`config.mk`:
```
export PLATFORM = sky130hd
export DESIGN_NAME = dat_card_reader
export DESIGN_NICKNAME = d
export VERILOG_FILES = /design/src/rtl/sd_dat_pkg.sv /design/src/rtl/sd_crc16_line.sv /design/src/rtl/dat_card_reader.sv
export SDC_FILE = /design/constraint.sdc
export NUM_CORES = 1
export LEC_CHECK = 0
export CAP_MARGIN = 25
export CORE_UTILIZATION = 59
export CTS_BUF_LIST = sky130_fd_sc_hd__clkbuf_8
export CTS_CLUSTER_DIAMETER = 40
export DETAILED_ROUTE_END_ITERATION = 8
export PLACE_DENSITY = 0.84
export SETUP_SLACK_MARGIN = 0.4
export SYNTH_ARGS = -nofsm -noshare
export SYNTH_HDL_FRONTEND = slang
export SYNTH_HIERARCHICAL = 1
export SYNTH_SLANG_ARGS = --single-unit
```
`constraint.sdc`:
```
create_clock -name clock -period 4.6 [get_ports clock]
set_input_delay 0.46 -clock clock [delete_from_list [all_inputs] [get_ports clock]]
set_output_delay 0.46 -clock clock [all_outputs]
set_load 0.05 [all_outputs]
```
`src/rtl/sd_dat_pkg.sv`:
```
// rtl/sd_dat_pkg.sv - shared states and constants for the SD DAT receive path
package sd_dat_pkg;

    typedef enum logic [2:0] {
        IDLE,
        WAIT_START,
        RECEIVE,
        CRC,
        END_BIT,
        DONE
    } rx_state_e;

    localparam logic [3:0]  START_NIBBLE = 4'h0;
    localparam logic [3:0]  END_NIBBLE   = 4'hF;
    localparam logic [15:0] CRC16_POLY   = 16'h1021;
    localparam int          CRC_LEN      = 16;

endpackage

```
`src/rtl/sd_crc16_line.sv`:
```
// rtl/sd_crc16_line.sv - bit-serial CRC16 (x^16+x^12+x^5+1, init 0) for one DAT line
module sd_crc16_line
    import sd_dat_pkg::*;
(
    input  logic        clock,
    input  logic        reset,
    input  logic        clear,
    input  logic        enable,
    input  logic        data,
    output logic [15:0] crc
);

    logic feedback;

    assign feedback = data ^ crc[15];

    always_ff @(posedge clock or negedge reset) begin
        if (!reset) begin
            crc <= '0;
        end else if (clear) begin
            crc <= '0;
        end else if (enable) begin
            crc <= {crc[14:0], 1'b0} ^ (feedback ? CRC16_POLY : 16'h0000);
        end
    end

endmodule

```
`src/rtl/dat_card_reader.sv`:
```
// rtl/dat_card_reader.sv - SD DAT card-to-host path: start detect, nibble deserialiser, FIFO push
// Optional per-line CRC16 check is compiled in with DAT_RX_CRC_CHECK_EN.
module dat_card_reader
    import sd_dat_pkg::*;
#(
    parameter int BLOCK_WORDS = 128,
    parameter int TIMEOUT     = 1024
) (
    input  logic        clock,
    input  logic        reset,
    input  logic        new_trans,
    input  logic [10:0] block_amount,
    input  logic [3:0]  card_in,
    output logic [31:0] buffer_out,
    output logic        fifo_enable_o,
    input  logic        fifo_ack_i,
    input  logic        fifo_full,
    output logic        card_ack_o,
    output logic        done,
    output logic        timeout_err,
    output logic        end_err,
    output logic        overrun_err,
    output logic        crc_err
);

    localparam int NIB_TOTAL = BLOCK_WORDS * 8;
    localparam int NW        = (NIB_TOTAL > 1) ? $clog2(NIB_TOTAL) : 1;
    localparam int WW        = $clog2(TIMEOUT + 1);
    localparam int CW        = $clog2(CRC_LEN);

    rx_state_e      state, next_state;
    logic [WW-1:0]  wait_cnt;
    logic [NW-1:0]  nib_cnt;
    logic [CW-1:0]  crc_cnt;
    logic [10:0]    block_cnt;
    logic [31:0]    shift;
    logic [31:0]    word;
    logic           pending;
    logic           accept;
    logic           start_trans;
    logic           start_seen;
    logic           wait_expire;
    logic           word_done;
    logic           block_end;

    assign word   = {shift[27:0], card_in};
    assign accept = fifo_enable_o & fifo_ack_i;

    always_ff @(posedge clock or negedge reset) begin
        if (!reset) begin
            state <= IDLE;
        end else begin
            state <= next_state;
        end
    end

    always_comb begin
        next_state  = state;
        start_trans = 1'b0;
        start_seen  = 1'b0;
        wait_expire = 1'b0;
        word_done   = 1'b0;
        block_end   = 1'b0;
        case (state)
            IDLE: begin
                if (new_trans) begin
                    start_trans = 1'b1;
                    next_state  = (block_amount == 11'd0) ? DONE : WAIT_START;
                end
            end
            WAIT_START: begin
                if (card_in == START_NIBBLE) begin
                    start_seen = 1'b1;
                    next_state = RECEIVE;
                end else if (wait_cnt == WW'(TIMEOUT - 1)) begin
                    wait_expire = 1'b1;
                    next_state  = DONE;
                end
            end
            RECEIVE: begin
                word_done = (nib_cnt[2:0] == 3'd7);
                if (nib_cnt == NW'(NIB_TOTAL - 1)) begin
                    next_state = CRC;
                end
            end
            CRC: begin
                if (crc_cnt == CW'(CRC_LEN - 1)) begin
                    next_state = END_BIT;
                end
            end
            END_BIT: begin
                block_end  = 1'b1;
                next_state = (block_cnt + 11'd1 == block_amount) ? DONE : WAIT_START;
            end
            DONE: begin
                // Hold here until new_trans drops so a level that stays high cannot restart.
                if (!new_trans) begin
                    next_state = IDLE;
                end
            end
            default: next_state = IDLE;
        endcase
    end

    always_ff @(posedge clock or negedge reset) begin
        if (!reset) begin
            wait_cnt    <= '0;
            nib_cnt     <= '0;
            crc_cnt     <= '0;
            block_cnt   <= '0;
            shift       <= '0;
            card_ack_o  <= 1'b0;
            done        <= 1'b0;
            timeout_err <= 1'b0;
            end_err     <= 1'b0;
        end else begin
            wait_cnt   <= (state == WAIT_START) ? wait_cnt + WW'(1) : '0;
            crc_cnt    <= (state == CRC) ? crc_cnt + CW'(1) : '0;
            card_ack_o <= block_end;
            done       <= (next_state == DONE) && (state != DONE);
            if (start_seen) begin
                nib_cnt <= '0;
            end else if (state == RECEIVE) begin
                nib_cnt <= nib_cnt + NW'(1);
            end
            if (state == RECEIVE) begin
                shift <= word;
            end
            if (start_trans) begin
                block_cnt   <= '0;
                timeout_err <= 1'b0;
                end_err     <= 1'b0;
            end else begin
                if (block_end) begin
                    block_cnt <= block_cnt + 11'd1;
                end
                if (wait_expire) begin
                    timeout_err <= 1'b1;
                end
                if (block_end && (card_in != END_NIBBLE)) begin
                    end_err <= 1'b1;
                end
            end
        end
    end

    // Holding register doubles as buffer_out; request rises one cycle after the word lands.
    always_ff @(posedge clock or negedge reset) begin
        if (!reset) begin
            buffer_out    <= '0;
            pending       <= 1'b0;
            fifo_enable_o <= 1'b0;
            overrun_err   <= 1'b0;
        end else begin
            if (word_done) begin
                buffer_out <= word;
            end
            pending       <= word_done | (pending & ~accept);
            fifo_enable_o <= pending & ~accept & ~fifo_full;
            if (start_trans) begin
                overrun_err <= 1'b0;
            end else if (word_done && pending && !accept) begin
                overrun_err <= 1'b1;
            end
        end
    end

`ifdef DAT_RX_CRC_CHECK_EN
    logic [15:0] crc_q [4];
    logic [3:0]  crc_exp;
    logic        crc_bad;

    for (genvar i = 0; i < 4; i++) begin : g_crc
        sd_crc16_line u_crc (
            .clock  (clock),
            .reset  (reset),
            .clear  (start_seen),
            .enable (state == RECEIVE),
            .data   (card_in[i]),
            .crc    (crc_q[i])
        );
        assign crc_exp[i] = crc_q[i][CW'(CRC_LEN - 1) - crc_cnt];
    end

    always_ff @(posedge clock or negedge reset) begin
        if (!reset) begin
            crc_bad <= 1'b0;
            crc_err <= 1'b0;
        end else begin
            if (start_seen) begin
                crc_bad <= 1'b0;
            end else if ((state == CRC) && (card_in != crc_exp)) begin
                crc_bad <= 1'b1;
            end
            if (start_trans) begin
                crc_err <= 1'b0;
            end else if (block_end && crc_bad) begin
                crc_err <= 1'b1;
            end
        end
    end
`else
    assign crc_err = 1'b0;
`endif

endmodule

```
After elaboration in Yosys (flattened, before gate mapping):

Index checks and enable logic that the tools add are counted.

* add/sub/neg operators: 4
* equal/unequal tests: 13
* mux-type cells: 30
* bitwise operators: 6
* reductions and logical operators: 13

Operators with widths (number)
* 11-bit 2-to-1 mux: 3
* 3-bit 2-to-1 mux: 8
* 11-bit by 1-bit adder with 11-bit output (second input constant): 2
* 10-bit 2-to-1 mux: 2
* 3-bit one-hot mux with 6 select lines: 1
* 1-bit 2-to-1 mux: 15
* 3-bit equality test (second input constant): 4
* 11-bit by 10-bit equality test with 1-bit output (second input constant): 1
* 11-bit equality test: 1
* 11-bit logical NOT: 1
* 10-bit by 1-bit adder with 10-bit output (second input constant): 1
* 10-bit equality test (second input constant): 1
* 2-bit nonzero test: 5
* 3-bit by 2-bit equality test with 1-bit output (second input constant): 2
* 4-bit by 1-bit adder with 4-bit output (second input constant): 1
* 4-bit equality test (second input constant): 1
* 1-bit logical AND: 4
* 4-bit logical NOT: 1
* 4-bit 2-to-1 mux: 1
* 4-bit inequality test (second input constant): 1
* 1-bit AND: 3
* 3-bit by 1-bit equality test with 1-bit output (second input constant): 1
* 3-bit logical NOT: 1
* 3-bit inequality test (second input constant): 1
* other kinds (3): 4

* register bits: 106
* input bits: 20
* output and inout port bits: 39
* logic and storage cells: 80

Depth between registers and ports, before layout:

* depth after elaboration: 6
* mapped depth: 8
* mapped depth without buffers: 7

Worst setup path before layout:

OpenSTA, ideal clock, no wires.

* kind: register to register
* from: reg block_cnt[0]
* to: reg done
* arrival: 1852 ps
* required time: 4533 ps
* slack: 2681 ps
* cell stages (with the launch flop): 8
* path through: dfrtp_1 ha_1 and4_4 buf_6 a2111oi_4 nand4_1 o31ai_2 o2111a_1

* longest elaborated chain between the ends: 6

Ends and longest elaborated chain
* from (decl): RTL line dat_card_reader.sv:35 `logic [10:0] block_cnt;`
* from (signal assigned): RTL line dat_card_reader.sv:135 `block_cnt <= block_cnt + 11'd1;`
* 11-bit by 1-bit adder with 11-bit output: RTL line dat_card_reader.sv:93 `next_state = (block_cnt + 11'd1 == block_amount) ? DONE : WAIT_START;`
* 11-bit equality test: RTL line dat_card_reader.sv:93
* 3-bit 2-to-1 mux: RTL line dat_card_reader.sv:93
* 3-bit one-hot mux with 6 select lines: RTL line dat_card_reader.sv:64 `case (state)`
* via next_state[2]: RTL line dat_card_reader.sv:31 `rx_state_e state, next_state;`
* 3-bit equality test: RTL line dat_card_reader.sv:120 `done <= (next_state == DONE) && (state != DONE);`
* 1-bit logical AND: RTL line dat_card_reader.sv:120
* to (signal assigned): RTL line dat_card_reader.sv:120
* to (decl): RTL line dat_card_reader.sv:19 `output logic done,`

The timed path passes the listed nets, and every way through them passes these cells.
A chain may end at the register's enable or synchronous reset.

Final worst setup path:

* from: reg state[1]
* to: reg buffer_out[0]

* longest elaborated chain between the ends: 2

Ends and longest elaborated chain
* from (decl): RTL line dat_card_reader.sv:31
* from (signal assigned): RTL line dat_card_reader.sv:53 `state <= next_state;`
* 3-bit by 2-bit equality test with 1-bit output: RTL line dat_card_reader.sv:64
* 1-bit 2-to-1 mux: RTL line dat_card_reader.sv:64
* to (signal assigned): RTL line dat_card_reader.sv:156 `buffer_out <= word;`
* to (decl): RTL line dat_card_reader.sv:14 `output logic [31:0] buffer_out,`

Every way passes these cells.

==> results.cfg <==
[status]
status = finished, final reports clean

[layout]
utilization_pct = 71.8
final_common_cell = dfrtp_1
area_growth_pct = 17.6
drive_above_1_share_pct = 13.5
mostFrequentLayoutCells = 106 x dfrtp_1, 56 x clkdlybuf4s50_1, 34 x nor2_1
num-fill-cells = 538
stdcell_count = 554
diodes = 0
nets = 472

[cts]
cts.sinks = 106
post_cts_buffers = 0
cts_tree = done
root_buffer = clkbuf_8
postCtsResizedCells = 0
cts.clk_slew.worst_paths_ns = 0.11
insertion_delay_ns = 0.37
cts.path.max_buffers = 2
cts_max_level = 3
cts_buffers = 9
cts_hold_buf = 0

[routing]
drt_iter0_markers = 148
totalWireLength_um = 9130
ant_nets = 0
drc = 0
avgViaCountPerCell = 5.65
num_vias = 3129
first_pass_iters = 4
drt-wirelength-per-cell_um = 16.5

[floorplanning]
fp-row-count = 32
die_h_um = 91.7
core_area_um2 = 7770
die_width_um = 91.7
die-area_um2 = 8400
start_util_pct = 61.1
ios = 59

[power]
finalPower_mw = 2.94
switching_power_mw = 1.08
netSwitchingFraction_pct = 36.7
pwr_density_cell_nw_per_um2 = 528
seq_power_share_pct = 47.4
ir_drop_mv = 0.361
p_comb_share_pct = 31.8
p_leak_nw = 2.52
clkPwrFrac_pct = 20.8
internal_power_mw = 1.86

[sta]
rsz0062_at_grt = false
setup-tns-final_ns = 0
timing.fmax_mhz = 424
slew_headroom_pct = 44.9
final-hold-violation-count = 0
finalCritPeriodShare_pct = 51.2
slew_viol_final = 0
min_period_ns = 2.36
setup_viol_count_final = 0
tightestPinTransition_ns = 0.826
finalClockSkew_ns = 0.00997

[worst_setup_path]
r2r_end = buffer_out[0]
timing.rr.start = state[1]
cp.arrival_ns = 2.60
crit_type = reg -> reg
start_kind = flop
crit_start = state[1]
crit_fanout = 37
required_ns = 4.85
end_kind = flop
ff2ff_path_depth = 5
ff2ff_setup_slack_ns = 2.24

[placement]
gp_congestion = 0.896
hpwl_um = 6350
placed_cells = 538
port_buffers = 57

[global_route]
grt_pass1_wl_um = 15600
grt_max_degree = 67
overflow = 0
antenna_found_initial = 0
track_usage_pct = 23.9
first_global_vias = 3206

[logic_synthesis]
netlist_instances = 393
async_flop_share_pct = 100
yosysSeqAreaShare_pct = 55.9
avgSynthCellArea_um2 = 12.1
yosys_warnings = 6
synthDistinctLibCells = 49
yosys_register_bits = 106
netlist_area_um2 = 4740
ys.flop_type = dfrtp_1
syn-num-nets = 418
synth-edff-count = 0

[flow_run]
cap_violations = 0

[min_path]
hold_path.class = in -> async
[power by group through the flow]
stage | Combinational, mW | Clock, mW | Sequential (mW)
floorplan | 0.423 | 0 | 1.60
detailed placement | 0.939 | 0 | 1.41
CTS | 0.947 | 0.623 | 1.40
finish | 0.938 | 0.611 | 1.40
global route | 1.01 | 0.665 | 1.44
global placement | 0.908 | 0 | 1.39
[cell type report]
class	instances	area [um^2]	share of cell area, %
clock inverter	7	92.6	1.66
timing repair buffer	61	596	10.7
inverter	2	7.51	0.135
tap	102	128	2.29
multi-input combinational	267	1980	35.5
clock buffer	9	124	2.22
sequential	106	2650	47.6
[synth_stat cells (all sizes together) (4+ instances only)]
cell    number  area [um^2]
xor2        16          140
nor2b        4         25.0
nor4         5         31.3
o21ai       24          120
and4         5         46.3
xnor2       13          114
a21oi        9         45.0
nor2        34          128
mux2        61          687
and3         9         56.3
nand3       14         75.1
dfrtp      106         2650
ha           5         62.6
nand4        5         31.3
buf         13         86.3
nand2       28          105
o31ai        4         35.0
nand2b       4         25.0
clkbuf       5         18.8
[how the worst max path moves through the flow]
stage,end,slack (ns),depth (start not counted)
after floorplan,done,2.68,7
after global placement,nib_cnt[0],2.12,5
after detailed placement,nib_cnt[0],2.09,5
after CTS,buffer_out[16],2.22,5
after global routing,buffer_out[15],2.08,5
final,buffer_out[0],2.24,5
[critical path, cell delays in order (launching register included)]
cell and delay [ns]:
dfrtp_1 0.60, nor3b_4 0.24, buf_4 0.42, and2_1 0.19, buf_4 0.38, mux2_1 0.38
[stage by stage]
step	cell area, um^2	hold WS, ns	setup slack, ns
floorplan	4740	0.164	2.68
global placement	5360	0.454	2.12
detailed placement	5360	0.454	2.09
CTS	5580	0.196	2.22
global route	5580	0.235	2.08
finish	5580	0.170	2.24
[cell families (layout without fill, tap and decap cells)]
kind of cell | count (synthesis) | count (layout) | share of synthesized area (%)
DFF | 106 | 106 | 55.9
AOI/OAI and AO/OA | 50 | 50 | 6.81
xor gates and xnor gates | 29 | 29 | 5.35
muxes | 61 | 61 | 14.5
buffers and inverters | 20 | 79 | 2.37
other | 1 | 1 | 0.0791
adders and majority gates | 5 | 5 | 1.32
and+or+nand+nor | 121 | 121 | 13.7
[state kept, by name, summed over array words and instances (netlist names), 3 cells and up]
name and count:
block_cnt 11, buffer_out 32, crc_cnt 4, nib_cnt 10, shift 28, state 3, wait_cnt 11
[routing by layer]
layer	up-vias	routed length, um	GRT usage (%)
met1	1555	4230	32.6
met5	-	0	0
met2	73	4320	38.4
met3	13	456	5.72
li1	1488	-	-
met4	0	128	6.75
(Power assumes the default switching activity.)
